<file path="config.mk">
export PLATFORM = sky130hd
export DESIGN_NAME = mc_bank_seq
export DESIGN_NICKNAME = d
export VERILOG_FILES = /design/src/rtl/mc_bank_seq.sv
export SDC_FILE = /design/constraint.sdc
export NUM_CORES = 1
export LEC_CHECK = 0
export ABC_AREA = 1
export CAP_MARGIN = 0
export CORE_ASPECT_RATIO = 0.5
export CORE_MARGIN = 4
export CORE_UTILIZATION = 44
export DETAILED_ROUTE_END_ITERATION = 6
export HOLD_SLACK_MARGIN = 0.03
export PLACE_DENSITY_LB_ADDON = 0.1
export SLEW_MARGIN = 40
export SYNTH_ARGS = -nofsm -noshare
export SYNTH_HDL_FRONTEND = slang
export SYNTH_SLANG_ARGS = --single-unit
</file>
<file path="constraint.sdc">
create_clock -name clk -period 1.72 [get_ports clk]
set_input_delay 0.172 -clock clk [delete_from_list [all_inputs] [get_ports clk]]
set_output_delay 0.172 -clock clk [all_outputs]
set_load 0.05 [all_outputs]
</file>
<file path="src/rtl/mc_bank_seq.sv">
// SDRAM bank command sequencer: issues PRE/ACT/RD/WR and PREA/REF with tRP/tRCD/tRFC spacing.
// Define MC_BANK_SEQ_AUTO_PRE_EN for closed-page policy (auto-precharge on every RD/WR).
module mc_bank_seq #(
    parameter int unsigned TRP  = 3,
    parameter int unsigned TRCD = 3,
    parameter int unsigned TRFC = 7
) (
    input  logic        clk,
    input  logic        rst,
    input  logic        req_valid,
    output logic        req_ready,
    input  logic        req_we,
    input  logic [12:0] req_row,
    input  logic [1:0]  req_bank,
    input  logic        ref_req,
    output logic        ref_ack,
    output logic [12:0] row_adr,
    output logic [1:0]  bank_adr,
    output logic        bank_set,
    output logic        bank_clr,
    output logic        bank_clr_all,
    input  logic        bank_open,
    input  logic        any_bank_open,
    input  logic        row_same,
    output logic [2:0]  cmd,
    output logic        cmd_ap
);

    typedef enum logic [3:0] {
        IDLE, CHECK, WAIT_RP, ACT, WAIT_RCD, COL, PREA, WAIT_RPA, REF, WAIT_RFC
    } state_t;

    typedef enum logic [2:0] {
        CMD_NOP  = 3'd0,
        CMD_PRE  = 3'd1,
        CMD_PREA = 3'd2,
        CMD_ACT  = 3'd3,
        CMD_RD   = 3'd4,
        CMD_WR   = 3'd5,
        CMD_REF  = 3'd6
    } cmd_t;

`ifdef MC_BANK_SEQ_AUTO_PRE_EN
    localparam logic AUTO_PRE = 1'b1;
`else
    localparam logic AUTO_PRE = 1'b0;
`endif

    // Counter preloads N-2 so the next command lands exactly N cycles after the issuing one.
    localparam logic [3:0] RP_LOAD  = 4'(TRP - 2);
    localparam logic [3:0] RCD_LOAD = 4'(TRCD - 2);
    localparam logic [3:0] RFC_LOAD = 4'(TRFC - 2);

    state_t     state, state_nxt;
    logic [3:0] cnt, cnt_nxt;
    logic       we;
    logic       latch;
    logic       col_issue;
    logic       rp_idle, rp_idle_nxt;
    cmd_t       cmd_c;

    always_ff @(posedge clk or posedge rst) begin
        if (rst) begin
            state    <= IDLE;
            cnt      <= '0;
            row_adr  <= '0;
            bank_adr <= '0;
            we       <= 1'b0;
            rp_idle  <= 1'b0;
        end else begin
            state   <= state_nxt;
            cnt     <= cnt_nxt;
            rp_idle <= rp_idle_nxt;
            if (latch) begin
                row_adr  <= req_row;
                bank_adr <= req_bank;
                we       <= req_we;
            end
        end
    end

    always_comb begin
        state_nxt    = state;
        cnt_nxt      = cnt;
        rp_idle_nxt  = rp_idle;
        latch        = 1'b0;
        col_issue    = 1'b0;
        cmd_c        = CMD_NOP;
        bank_set     = 1'b0;
        bank_clr     = 1'b0;
        bank_clr_all = 1'b0;
        ref_ack      = 1'b0;
        req_ready    = 1'b0;

        case (state)
            IDLE: begin
                req_ready = !ref_req;
                if (ref_req) begin
                    state_nxt = any_bank_open ? PREA : REF;
                end else if (req_valid) begin
                    latch     = 1'b1;
                    state_nxt = CHECK;
                end
            end
            CHECK: begin
                if (bank_open && row_same) begin
                    col_issue = 1'b1;
                end else if (!bank_open) begin
                    cmd_c     = CMD_ACT;
                    bank_set  = 1'b1;
                    cnt_nxt   = RCD_LOAD;
                    state_nxt = WAIT_RCD;
                end else begin
                    cmd_c       = CMD_PRE;
                    bank_clr    = 1'b1;
                    cnt_nxt     = RP_LOAD;
                    rp_idle_nxt = 1'b0;
                    state_nxt   = WAIT_RP;
                end
            end
            WAIT_RP: begin
                if (cnt == '0) state_nxt = rp_idle ? IDLE : ACT;
                else           cnt_nxt   = cnt - 4'd1;
            end
            ACT: begin
                cmd_c     = CMD_ACT;
                bank_set  = 1'b1;
                cnt_nxt   = RCD_LOAD;
                state_nxt = WAIT_RCD;
            end
            WAIT_RCD: begin
                if (cnt == '0) state_nxt = COL;
                else           cnt_nxt   = cnt - 4'd1;
            end
            COL: col_issue = 1'b1;
            PREA: begin
                cmd_c        = CMD_PREA;
                bank_clr_all = 1'b1;
                cnt_nxt      = RP_LOAD;
                state_nxt    = WAIT_RPA;
            end
            WAIT_RPA: begin
                if (cnt == '0) state_nxt = REF;
                else           cnt_nxt   = cnt - 4'd1;
            end
            REF: begin
                cmd_c     = CMD_REF;
                cnt_nxt   = RFC_LOAD;
                state_nxt = WAIT_RFC;
            end
            WAIT_RFC: begin
                if (cnt == '0) begin
                    ref_ack   = 1'b1;
                    state_nxt = IDLE;
                end else begin
                    cnt_nxt = cnt - 4'd1;
                end
            end
            default: state_nxt = IDLE;
        endcase

        // Shared column issue for CHECK hits and COL; closed-page reuses WAIT_RP with a return-to-IDLE flag.
        if (col_issue) begin
            cmd_c = we ? CMD_WR : CMD_RD;
            if (AUTO_PRE) begin
                bank_clr    = 1'b1;
                cnt_nxt     = RP_LOAD;
                rp_idle_nxt = 1'b1;
                state_nxt   = WAIT_RP;
            end else begin
                state_nxt = IDLE;
            end
        end
    end

    assign cmd    = cmd_c;
    assign cmd_ap = AUTO_PRE & col_issue;

endmodule

</file>
Yosys cells after proc, flatten, opt, wreduce, memory -nomap -nowiden
Cells that the tools add are included.
- output and inout port bits: 24
- input bits: 23
- logic and storage cells: 67
- bits in registers: 24
- reduce and logical (&&, ||, !) cells: 9
- mux-type cells: 34
- $add $sub $neg: 1
- eq/ne operators: 18
- operators with widths (cell ; number):
    two-way mux 4 bit ; 11
    one-hot mux 4 bit (10 select lines) ; 1
    equality test 4 x 3 -> 1 bit, second input constant ; 4
    one-hot mux 4 bit (4 select lines) ; 1
    != test 3 bit, second input constant ; 5
    two-way mux 1 bit ; 14
    one-hot mux 3 bit (4 select lines) ; 1
    equality test 4 x 2 -> 1 bit, second input constant ; 2
    equality test 4 bit, second input constant ; 2
    logical NOT 4 bit ; 2
    AND reduction 7 bit ; 1
    two-way mux 3 bit ; 2
    != test 2 bit, second input constant ; 3
    equality test 4 x 1 -> 1 bit, second input constant ; 1
    two-way mux 2 bit ; 2
    != test 4 bit, second input constant ; 1
    one-hot mux 1 bit (2 select lines) ; 2
    nonzero test 4 bit ; 1
    OR reduction 4 bit ; 1
    subtractor 4 x 1 -> 4 bit, second input constant ; 1
    AND reduction 3 bit ; 1
    OR reduction 2 bit ; 1
    logical AND 1 bit ; 1
    logical NOT 1 bit ; 1

Logic depth before layout (Yosys ltp)
Gate-level depths: netlist of run 1.
- word-level depth: 5
- depth in mapped cells: 10
- depth with buffers taken out: 10

Worst setup path after synthesis of run 1
Ideal clock, no wire load.
- path type: reg-to-output
- start point: register state[3]
- end point: output port cmd[1]
- arrival: 2194 ps
- path buffers: 0
- setup slack: -646 ps
- required time: 1548 ps
- stages on the path, launching flop included: 5
- path through: dfrtp_1 inv_1 nand2_1 nor3_1 or2_2
- cells in the longest elaborated chain, start to end: 3
- elaborated cells between the ends (all ways): 8
- those cells by class: eq/ne (5); mux (3)
- ends and longest elaborated chain (element ; RTL line ; text):
    start: declaration ; 54 ; state_t state, state_nxt;
    start signal: assignment ; 71 ; state <= state_nxt;
    equality test 4 bit, or another cell as far along ; 95 ; case (state)
    one-hot mux 3 bit (4 select lines) / one-hot mux 1 bit (2 select lines) (equally long branches) ; 95 ;
    two-way mux 3 bit * ; 163 ; if (col_issue) begin
    end: declaration ; 25 ; output logic [2:0] cmd,
Mark *: on every way between the ends. The rest lies on a longest branch, timed or not.

Worst setup path in the final report of run 1
- start point: register state[2]
- end point: output port cmd[0]
The elaborated chain is that of the path after synthesis.

==> key figures, run 1 <==
STA
  • Crit path time final: 1.721 ns
  • RSZ-0062 raised after global routing: true
  • Post-route setup slack: -0.001220 ns
  • Hold Slack: 0.2403 ns
  • Clk_skew: 0.004238 ns
  • Setup violators final: 1
  • Setup TNS Final: -0.001220 ns
  • Final Hold Viols: 0
  • Slew HR: 65.49%
  • Max Fclk: 0.5810 GHz
  • Tcrit/Tclk final: 100.1%
  • Tightest Pin Transition: 0.5160 ns
  • Pins Over Slew Limit: 0

GRT
  • Largest net degree at the start of global routing: 25
  • Initial antenna violation count: 0
  • Total GRT Usage: 17.22%
  • GRT overflow: 0
  • Vias in the first global route: 1,195
  • First-pass GRT wire length: 5237 microns

Placed design
  • Port bufs: 45
  • Placer Congestion: 0.8293
  • DP Wirelength: 2498 microns

Worst setup path
  • Critical-path cell list: inv_1 -> nand2_2 -> nor2_4 -> nand3_2 -> nand2_1 -> a22o_1 -> buf_12
  • Top cell family by delay on the critical path: flip-flops
  • Critical Path Source: state[2]
  • Worst setup EP type: output port
  • Worst Setup EP: cmd[0]
  • Worst setup path class: reg -> out
  • CP peak stage delay: 0.43 ns
  • CP max FO: 4
  • Worst Path Buf+Inv: 2
  • Crit-path slowest cell: dfrtp_1
  • Crit path launch type: flip-flop
  • R2R Path Start: state[3]
  • Critical path depth in cells: 7
  • R2r setup slk: 0.20 ns
  • RR Endpoint: bank_adr[0]
  • Crit path DAT: 1.55 ns
  • FF-to-FF path depth: 8
  • CP Data Required Time: 1.55 ns

Clocking
  • CTS Sinks: 24
  • CTS tree: built
  • Num CTS Buffers: 3
  • Worst-path clk slew: 0.08 ns
  • Clock Latency Late Sink: 0.26 ns
  • CTS max path bufs: 2
  • Root Buffer: clkbuf_8
  • H-tree levels: 1
  • Post-CTS Hold Fix Bufs: 0

Yosys
  • Synthesized Nets: 202
  • Syn Inst Count: 177
  • Seq/Total Area, Yosys: 45.20%
  • Cell Area, Synth: 1329 sq um
  • Netlist cell types: 26
  • #FFs+latches synth: 24
  • Mean Syn Cell Area: 7.507 sq um
  • Warnings from Yosys: 0

Floorplanning
  • Die area: 4017 sq um
  • Initial Util: 48.63%
  • Row cnt: 13
  • IO Count: 47
  • Die X: 85.72 microns
  • Core area: 2733 sq um
  • Die height: 46.86 microns

Drt
  • DRC viols: 0
  • Antenna Nets Post-Route: 0
  • Drt first pass iters: 4
  • Avg Vias per Cell: 4.846
  • Post-Route WL: 3270 microns
  • Via count: 1,294
  • DR iter-0 viols: 43
  • DR WL/cell: 12.25 microns

Cells and area
  • Synth-to-Final Area Change: 50.38%
  • Final net count: 257
  • Share of post-route cells with drive strength above 1: 19.13%
  • Finished Core Util: 73.12%
  • Antenna diodes: 0

Pwr
  • Power Density: 1982 nW/um^2
  • Leak Pwr: 0.001019 uW
  • P_int: 1929 uW
  • Clk network pwr share: 8.0%
  • Maximum VDD drop: 1191 uV
  • Psw: 2032 uW
  • Share of total power in sequential cells: 25.3%
  • Sw Share: 51.30%
  • Combinational Power Share: 66.7%

Hold path
  • Min-delay worst type: in -> async

Outcome
  • Status: finished, violations left
  • Failing checks: negative setup slack

Run
  • Max Cap Viol: 0
## cells by family (layout without fill, tap and decap cells)
| group | Yosys count | in the layout | synth area share [%] |
|---|---|---|---|
| AND/OR/NAND/NOR | 120 | 120 | 41.71 |
| flip-flops | 24 | 24 | 45.20 |
| buffers and inverters | 22 | 75 | 7.344 |
| AO/OA/AOI/OAI | 7 | 7 | 2.918 |
| adder cells (fa/ha/maj) | 2 | 2 | 1.883 |
| other | 1 | 1 | 0.2822 |
| XOR/XNOR | 1 | 1 | 0.6593 |
## how the worst min path moves through the flow
stage / start / to / depth (start not counted) / slack [ns]
final: rst / row_adr[8] / 3 / 0.24
after global routing: rst / cnt[2] / 3 / 0.26
after CTS: rst / cnt[2] / 3 / 0.25
after detailed placement: row_adr[8] / row_adr[8] / 2 / 0.46
after global placement: row_adr[6] / row_adr[6] / 2 / 0.45
after floorplan: rst / bank_adr[0] / 1 / 0.19
## metrics by stage
stage	power, uW	setup WS, ns	area (sq um)	instances
CTS	3914	0.004540	1961	264
floorplan	2726	0.02980	1340	177
global route	4245	-0.07730	1998	267
finish	3960	-0.001220	1998	267
global placement	3506	0.1755	1903	260
detailed placement	3541	0.1463	1903	260
## cell usage in the layout, fill, tap and decap left out, types with 2 or more instances in the layout
cell | Yosys | routed
dfrtp_1 | 24 | 22
nand2_2 | 4 | 7
o21ai_1 | 3 | 3
a21oi_1 | 2 | 2
nand3_1 | 25 | 25
nor3_1 | 3 | 2
nand4_1 | 3 | 3
buf_4 | 2 | 11
nand2_4 | 3 | 3
inv_1 | 13 | 12
nand3_2 | 2 | 2
dfrtp_2 | 0 | 2
clkbuf_8 | 0 | 3
inv_4 | 0 | 2
clkdlybuf4s50_1 | 0 | 37
nor2_1 | 10 | 10
inv_2 | 4 | 3
ha_1 | 2 | 2
buf_12 | 0 | 6
nand2_1 | 64 | 61
## state kept, by name, indices dropped and copies added, names as in the netlist
name	flops
we	1
bank_adr	2
state	4
cnt	4
row_adr	13
## per-layer routing
metal	part of all wire [%]	GRT usage, %
met5	0	0
met4	0.24	3.785
met3	9.6	6.305
met2	46	31.17
met1	44	20.43
## area by class of cell
type / count / area (sq um)
Fill cell: 216 / 734.5
Multi-Input combinational cell: 131 / 654.4
Tap cell: 37 / 46.29
Inverter: 17 / 68.82
Clock buffer: 3 / 41.29
Timing Repair Buffer: 55 / 584.3
Sequential cell: 24 / 603.1
## synthesized netlist by cell type (all sizes together)
library cell | instances | share of area, %
nand2 | 71 | 23
nand3 | 27 | 11
dfrtp | 24 | 45
inv | 17 | 4.8
nor2 | 12 | 3.8
o21ai | 4 | 1.5
buf | 3 | 2.0
nand4 | 3 | 1.4
nor3 | 3 | 1.1
a21oi | 2 | 0.75
clkbuf | 2 | 0.57
ha | 2 | 1.9
or2 | 2 | 0.94
a22o | 1 | 0.66
conb | 1 | 0.28
nor2b | 1 | 0.47
nor3b | 1 | 0.57
xor2 | 1 | 0.66
## worst min-delay path, delay by kind of cell
kind / cells / cell delay (ns)
buffers and inverters: 3 / 0.72
## what timing repair did
| action | CTS | global route |
|---|---|---|
| setup buffers | 1 | 3 |
| pin swaps | 0 | 1 |
| resized for setup | 4 | 6 |
| endpoints found under the setup margin | 4 | 19 |
## power by group through the flow
stage | clock [uW] | sequential, uW | combinational [uW]
2_1_floorplan | 0 | 1530 | 1200
3_3_place_gp | 0 | 991 | 2510
3_5_place_dp | 0 | 993 | 2550
4_1_cts | 333 | 993 | 2590
5_1_grt | 363 | 1040 | 2850
6_report | 319 | 1000 | 2640
Power figures use the tool's default switching activity.
==> inputs of run 2 (changes only) <==
--- a/config.mk
+++ b/config.mk
@@ -7,9 +7,11 @@
 export LEC_CHECK = 0
 export ABC_AREA = 1
 export CAP_MARGIN = 0
+export CELL_PAD_IN_SITES_DETAIL_PLACEMENT = 0
+export CELL_PAD_IN_SITES_GLOBAL_PLACEMENT = 1
 export CORE_ASPECT_RATIO = 0.5
 export CORE_MARGIN = 4
-export CORE_UTILIZATION = 44
+export CORE_UTILIZATION = 31
 export DETAILED_ROUTE_END_ITERATION = 6
 export HOLD_SLACK_MARGIN = 0.03
 export PLACE_DENSITY_LB_ADDON = 0.1
==> key figures, run 2 (same netlist as run 1, synthesis figures left out) <==
Clocking
  • CTS max path bufs: 2
  • Clock Latency Late Sink: 0.27 ns
  • CTS Sinks: 24
  • Worst-path clk slew: 0.09 ns
  • Post-CTS Hold Fix Bufs: 0
  • Root Buffer: clkbuf_8
  • Num CTS Buffers: 3
  • CTS tree: built
  • H-tree levels: 1

Drt
  • DRC viols: 0
  • Drt first pass iters: 4
  • DR WL/cell: 12.26 microns
  • Antenna Nets Post-Route: 0
  • Via count: 1,321
  • Avg Vias per Cell: 4.603
  • Post-Route WL: 3519 microns
  • DR iter-0 viols: 34

Cells and area
  • Share of post-route cells with drive strength above 1: 22.75%
  • Final net count: 259
  • Final cell count without fillers: 287
  • Largest Register: row_adr
  • Most frequent cells in the layout: 60 x nand2_1, 36 x clkdlybuf4s50_1, 25 x nand3_1, 23 x dfrtp_1, 14 x buf_4
  • Biggest registers after layout: row_adr (13), cnt (4), state (4)
  • Antenna diodes: 0
  • Max FFs per register: 13
  • Synth-to-Final Area Change: 56.21%
  • Most common cell after layout, fill and taps aside: nand2_1

GRT
  • Initial antenna violation count: 0
  • Vias in the first global route: 1,251
  • First-pass GRT wire length: 5892 microns
  • GRT overflow: 0
  • Largest net degree at the start of global routing: 25
  • Total GRT Usage: 14.02%

Floorplanning
  • IO Count: 47
  • Die area: 5462 sq um
  • Core area: 4004 sq um
  • Die height: 54.30 microns
  • Row cnt: 16
  • Initial Util: 33.19%
  • Die X: 100.6 microns

STA
  • Tcrit/Tclk final: 100.8%
  • Hold Slack: 0.2430 ns
  • Tightest Pin Transition: 0.5032 ns
  • Pins Over Slew Limit: 0
  • Setup TNS Final: -0.02777 ns
  • Max Fclk: 0.5769 GHz
  • Post-route setup slack: -0.01328 ns
  • RSZ-0062 raised after global routing: true
  • Setup violators final: 3
  • Crit path time final: 1.733 ns
  • Clk_skew: 0.002793 ns
  • Slew HR: 66.35%
  • Final Hold Viols: 0

Pwr
  • Power Density: 2019 nW/um^2
  • Maximum VDD drop: 843.4 uV
  • Overall Power: 4191 uW
  • Leak Pwr: 0.001045 uW

Run
  • Max Cap Viol: 0

Worst setup path
  • Worst setup EP type: output port
  • CP Data Required Time: 1.55 ns
  • CP max FO: 5
  • Crit path launch type: flip-flop
  • Crit path DAT: 1.56 ns
  • Worst setup path class: reg -> out

Placed design
  • Pre-CTS WS: 0.1606 ns
  • Port bufs: 45
  • Post-Place Cells: 278
  • DP Wirelength: 2617 microns
  • Placer Congestion: 0.8697

Hold path
  • Min-delay worst type: in -> async

Outcome
  • Failing checks: negative setup slack
  • Status: finished, violations left
[run 2: cell count changes in the layout (fill, tap and decap cells not counted), moves of 2 or more]
| cell | before | now |
|---|---|---|
| buf_4 | 11 | 14 |
| inv_2 | 3 | 5 |
| nor2_1 | 10 | 6 |
| nor2_2 | 1 | 5 |
[run 2: repair_timing]
item                       CTS  global route
buffers inserted             3             2
pin swaps                    0             5
setup endpoints to repair    4            22
resized for setup            5            10
[run 2: critical path, cell delays in order (launching register included)]
cell,delay [ns]
dfrtp_1,0.44
inv_2,0.14
nor2_2,0.07
nand2_1,0.10
nand2_2,0.08
or2_2,0.30
buf_6,0.16
[run 2: report_power, final]
part | switching, uW | total (uW) | internal, uW
combinational | 1710 | 2690 | 980
clock | 196 | 508 | 312
sequential | 184 | 994 | 811
[run 2: cell type report]
cell class	instances	area, sq um
Timing Repair Buffer	57	596.8
Tap cell	54	67.56
Sequential cell	24	601.8
Multi-Input combinational cell	131	671.9
Fill cell	399	1928
Clock inverter	1	30.03
Clock buffer	3	41.29
Inverter	17	66.31
[run 2: routing by layer]
metal | track usage [%] | share of wire (%)
met1 | 17.83 | 47
met5 | 0 | 0
met4 | 2.013 | 0.23
met3 | 5.216 | 8.2
met2 | 23.64 | 45
[run 2: path summary, 6_finish.rpt]
kind,cells past startpoint,end,slack [ns],from
min,3,cnt[2],0.24,rst
min reg2reg,2,row_adr[10],0.48,row_adr[10]
max reg2reg,9,row_adr[3],0.10,state[2]
max in group asynchronous,3,state[0],1.21,rst
max,6,cmd[1],-0.01,state[3]
min in group clk,3,row_adr[11],0.45,req_row[11]
[run 2: stage by stage]
stage,instance area (sq um),util (%)
floorplan,1340,-
global placement,1929,48.19
detailed placement,1929,48.19
CTS,2036,50.84
global route,2076,51.84
finish,2076,51.84
==> inputs of run 3 (changes only) <==
--- a/config.mk
+++ b/config.mk
@@ -7,11 +7,8 @@
 export LEC_CHECK = 0
 export ABC_AREA = 1
 export CAP_MARGIN = 0
-export CELL_PAD_IN_SITES_DETAIL_PLACEMENT = 0
-export CELL_PAD_IN_SITES_GLOBAL_PLACEMENT = 1
 export CORE_ASPECT_RATIO = 0.5
-export CORE_MARGIN = 4
-export CORE_UTILIZATION = 31
+export CORE_UTILIZATION = 44
 export DETAILED_ROUTE_END_ITERATION = 6
 export HOLD_SLACK_MARGIN = 0.03
 export PLACE_DENSITY_LB_ADDON = 0.1
==> key figures, run 3 (same netlist as run 1, synthesis figures left out) <==
Cells and area
  • Final cell count without fillers: 269
  • Share of post-route cells with drive strength above 1: 21.12%
  • Finished Core Util: 74.18%
  • Filler Cells Inserted: 208
  • Most frequent cells in the layout: 60 x nand2_1, 37 x clkdlybuf4s50_1, 25 x nand3_1, 22 x dfrtp_1, 12 x buf_4
  • Biggest registers after layout: row_adr (13), cnt (4), state (4)
  • Max FFs per register: 13
  • Most common cell after layout, fill and taps aside: nand2_1
  • Synth-to-Final Area Change: 52.54%
  • Area of the multi-input gates: 664.4 sq um
  • Largest Register: row_adr
  • Final net count: 258
  • Seq. cell area: 603.1 sq um
  • Non-Filler Cell Area, Final: 2027 sq um
  • Antenna diodes: 0

Outcome
  • Status: finished, final reports clean

Floorplanning
  • Row cnt: 13
  • Die area: 3257 sq um
  • Core area: 2733 sq um
  • Initial Util: 48.63%
  • Die height: 40.86 microns
  • Die X: 79.72 microns
  • IO Count: 47

Pwr
  • Maximum VDD drop: 1386 uV
  • Psw: 2076 uW
  • Sw Share: 51.02%
  • Share of total power in sequential cells: 24.7%
  • P_int: 1993 uW
  • Combinational Power Share: 65.8%
  • Clk network pwr share: 9.5%
  • Leak Pwr: 0.001031 uW
  • Power Density: 2007 nW/um^2

Drt
  • Via count: 1,316
  • DR iter-0 viols: 104
  • Post-Route WL: 3238 microns
  • Avg Vias per Cell: 4.892
  • Antenna Nets Post-Route: 0
  • Drt first pass iters: 4
  • DR WL/cell: 12.04 microns
  • DRC viols: 0

Clocking
  • CTS Sinks: 24
  • H-tree levels: 1
  • CTS tree: built
  • Num CTS Buffers: 3
  • Post-CTS Hold Fix Bufs: 0
  • Root Buffer: clkbuf_8
  • CTS max path bufs: 2
  • Clock Latency Late Sink: 0.27 ns
  • Worst-path clk slew: 0.09 ns

STA
  • Slew HR: 66.12%
  • Setup violators final: 0
  • Clk_skew: 0.005956 ns
  • Post-route setup slack: 0.03749 ns
  • Tightest Pin Transition: 0.5066 ns
  • Tcrit/Tclk final: 97.82%
  • Pins Over Slew Limit: 0
  • RSZ-0062 raised after global routing: true
  • Crit path time final: 1.683 ns
  • Max Fclk: 0.5944 GHz
  • Final Hold Viols: 0

Hold path
  • Min-delay worst type: in -> async

Placed design
  • Post-Place Cells: 260
  • DP Wirelength: 2453 microns
  • Area after DPL: 1903 sq um
  • Placer Congestion: 0.8464
  • Pre-CTS WS: 0.1640 ns
  • Port bufs: 45

Worst setup path
  • Crit path launch type: flip-flop
  • Worst setup path class: reg -> out
  • CP Data Required Time: 1.55 ns
  • Crit path DAT: 1.51 ns
  • CP max FO: 5
  • Worst setup EP type: output port

GRT
  • Vias in the first global route: 1,158
  • GRT overflow: 0
  • First-pass GRT wire length: 5140 microns
  • Largest net degree at the start of global routing: 25
  • Total GRT Usage: 21.73%
  • Initial antenna violation count: 0

Run
  • Max Cap Viol: 0
[run 3: cell type report]
class                           count  area share (%)
Multi-Input combinational cell    131           32.78
Inverter                           17           3.272
Tap cell                           37           2.284
Timing Repair Buffer               56           29.20
Clock buffer                        4           2.716
Sequential cell                    24           29.75
[run 3: metal layers]
layer | routed length (microns) | share of wire, % | track usage [%] | up-vias
met4 | 0 | 0 | 2.727 | 0
met1 | 1474 | 46 | 26.93 | 596
met3 | 234 | 7.2 | 6.667 | 0
li1 | - | - | - | 669
met2 | 1529 | 47 | 39.74 | 51
met5 | 0 | 0 | 0 | -
[run 3: through the flow]
step / TNS [ns] / hold slack (ns) / total power, uW
after global routing: -0.1593 / 0.2708 / 4333
after global placement: 0 / 0.4542 / 3496
final: 0 / 0.2386 / 4068
after detailed placement: 0 / 0.4576 / 3549
after CTS: 0 / 0.2444 / 3998
after floorplan: 0 / 0.1866 / 2726
[run 3: final timing paths]
check | from | endpoint | slack, ns | depth (start not counted)
setup reg to reg | state[3] | row_adr[12] | 0.14 | 8
hold / removal | rst | cnt[0] | 0.24 | 3
min in group clk | req_row[0] | row_adr[0] | 0.45 | 3
max in group asynchronous | rst | state[3] | 1.23 | 3
hold reg to reg | row_adr[6] | row_adr[6] | 0.48 | 2
setup / recovery | state[3] | cmd[1] | 0.04 | 6
[run 3: what timing repair did]
item / CTS / global route
pin swaps: 0 / 6
endpoints found under the setup margin: 4 / 10
resized for setup: 5 / 8
setup buffers: 1 / 4
[run 3: worst max-delay path, stage by stage (launching register included)]
cell and delay, ns:
dfrtp_2 0.45, inv_4 0.09, nor2_1 0.06, nand2_1 0.11
nand2_2 0.07, or2_2 0.30, buf_6 0.16
[run 3: power by group through the flow]
| stage | clock network (uW) | registers [uW] | logic (uW) |
|---|---|---|---|
| after floorplan | 0 | 1530 | 1200 |
| after global placement | 0 | 999 | 2500 |
| after detailed placement | 0 | 1000 | 2550 |
| after CTS | 397 | 1000 | 2600 |
| after global routing | 422 | 1030 | 2880 |
| final | 387 | 1000 | 2680 |
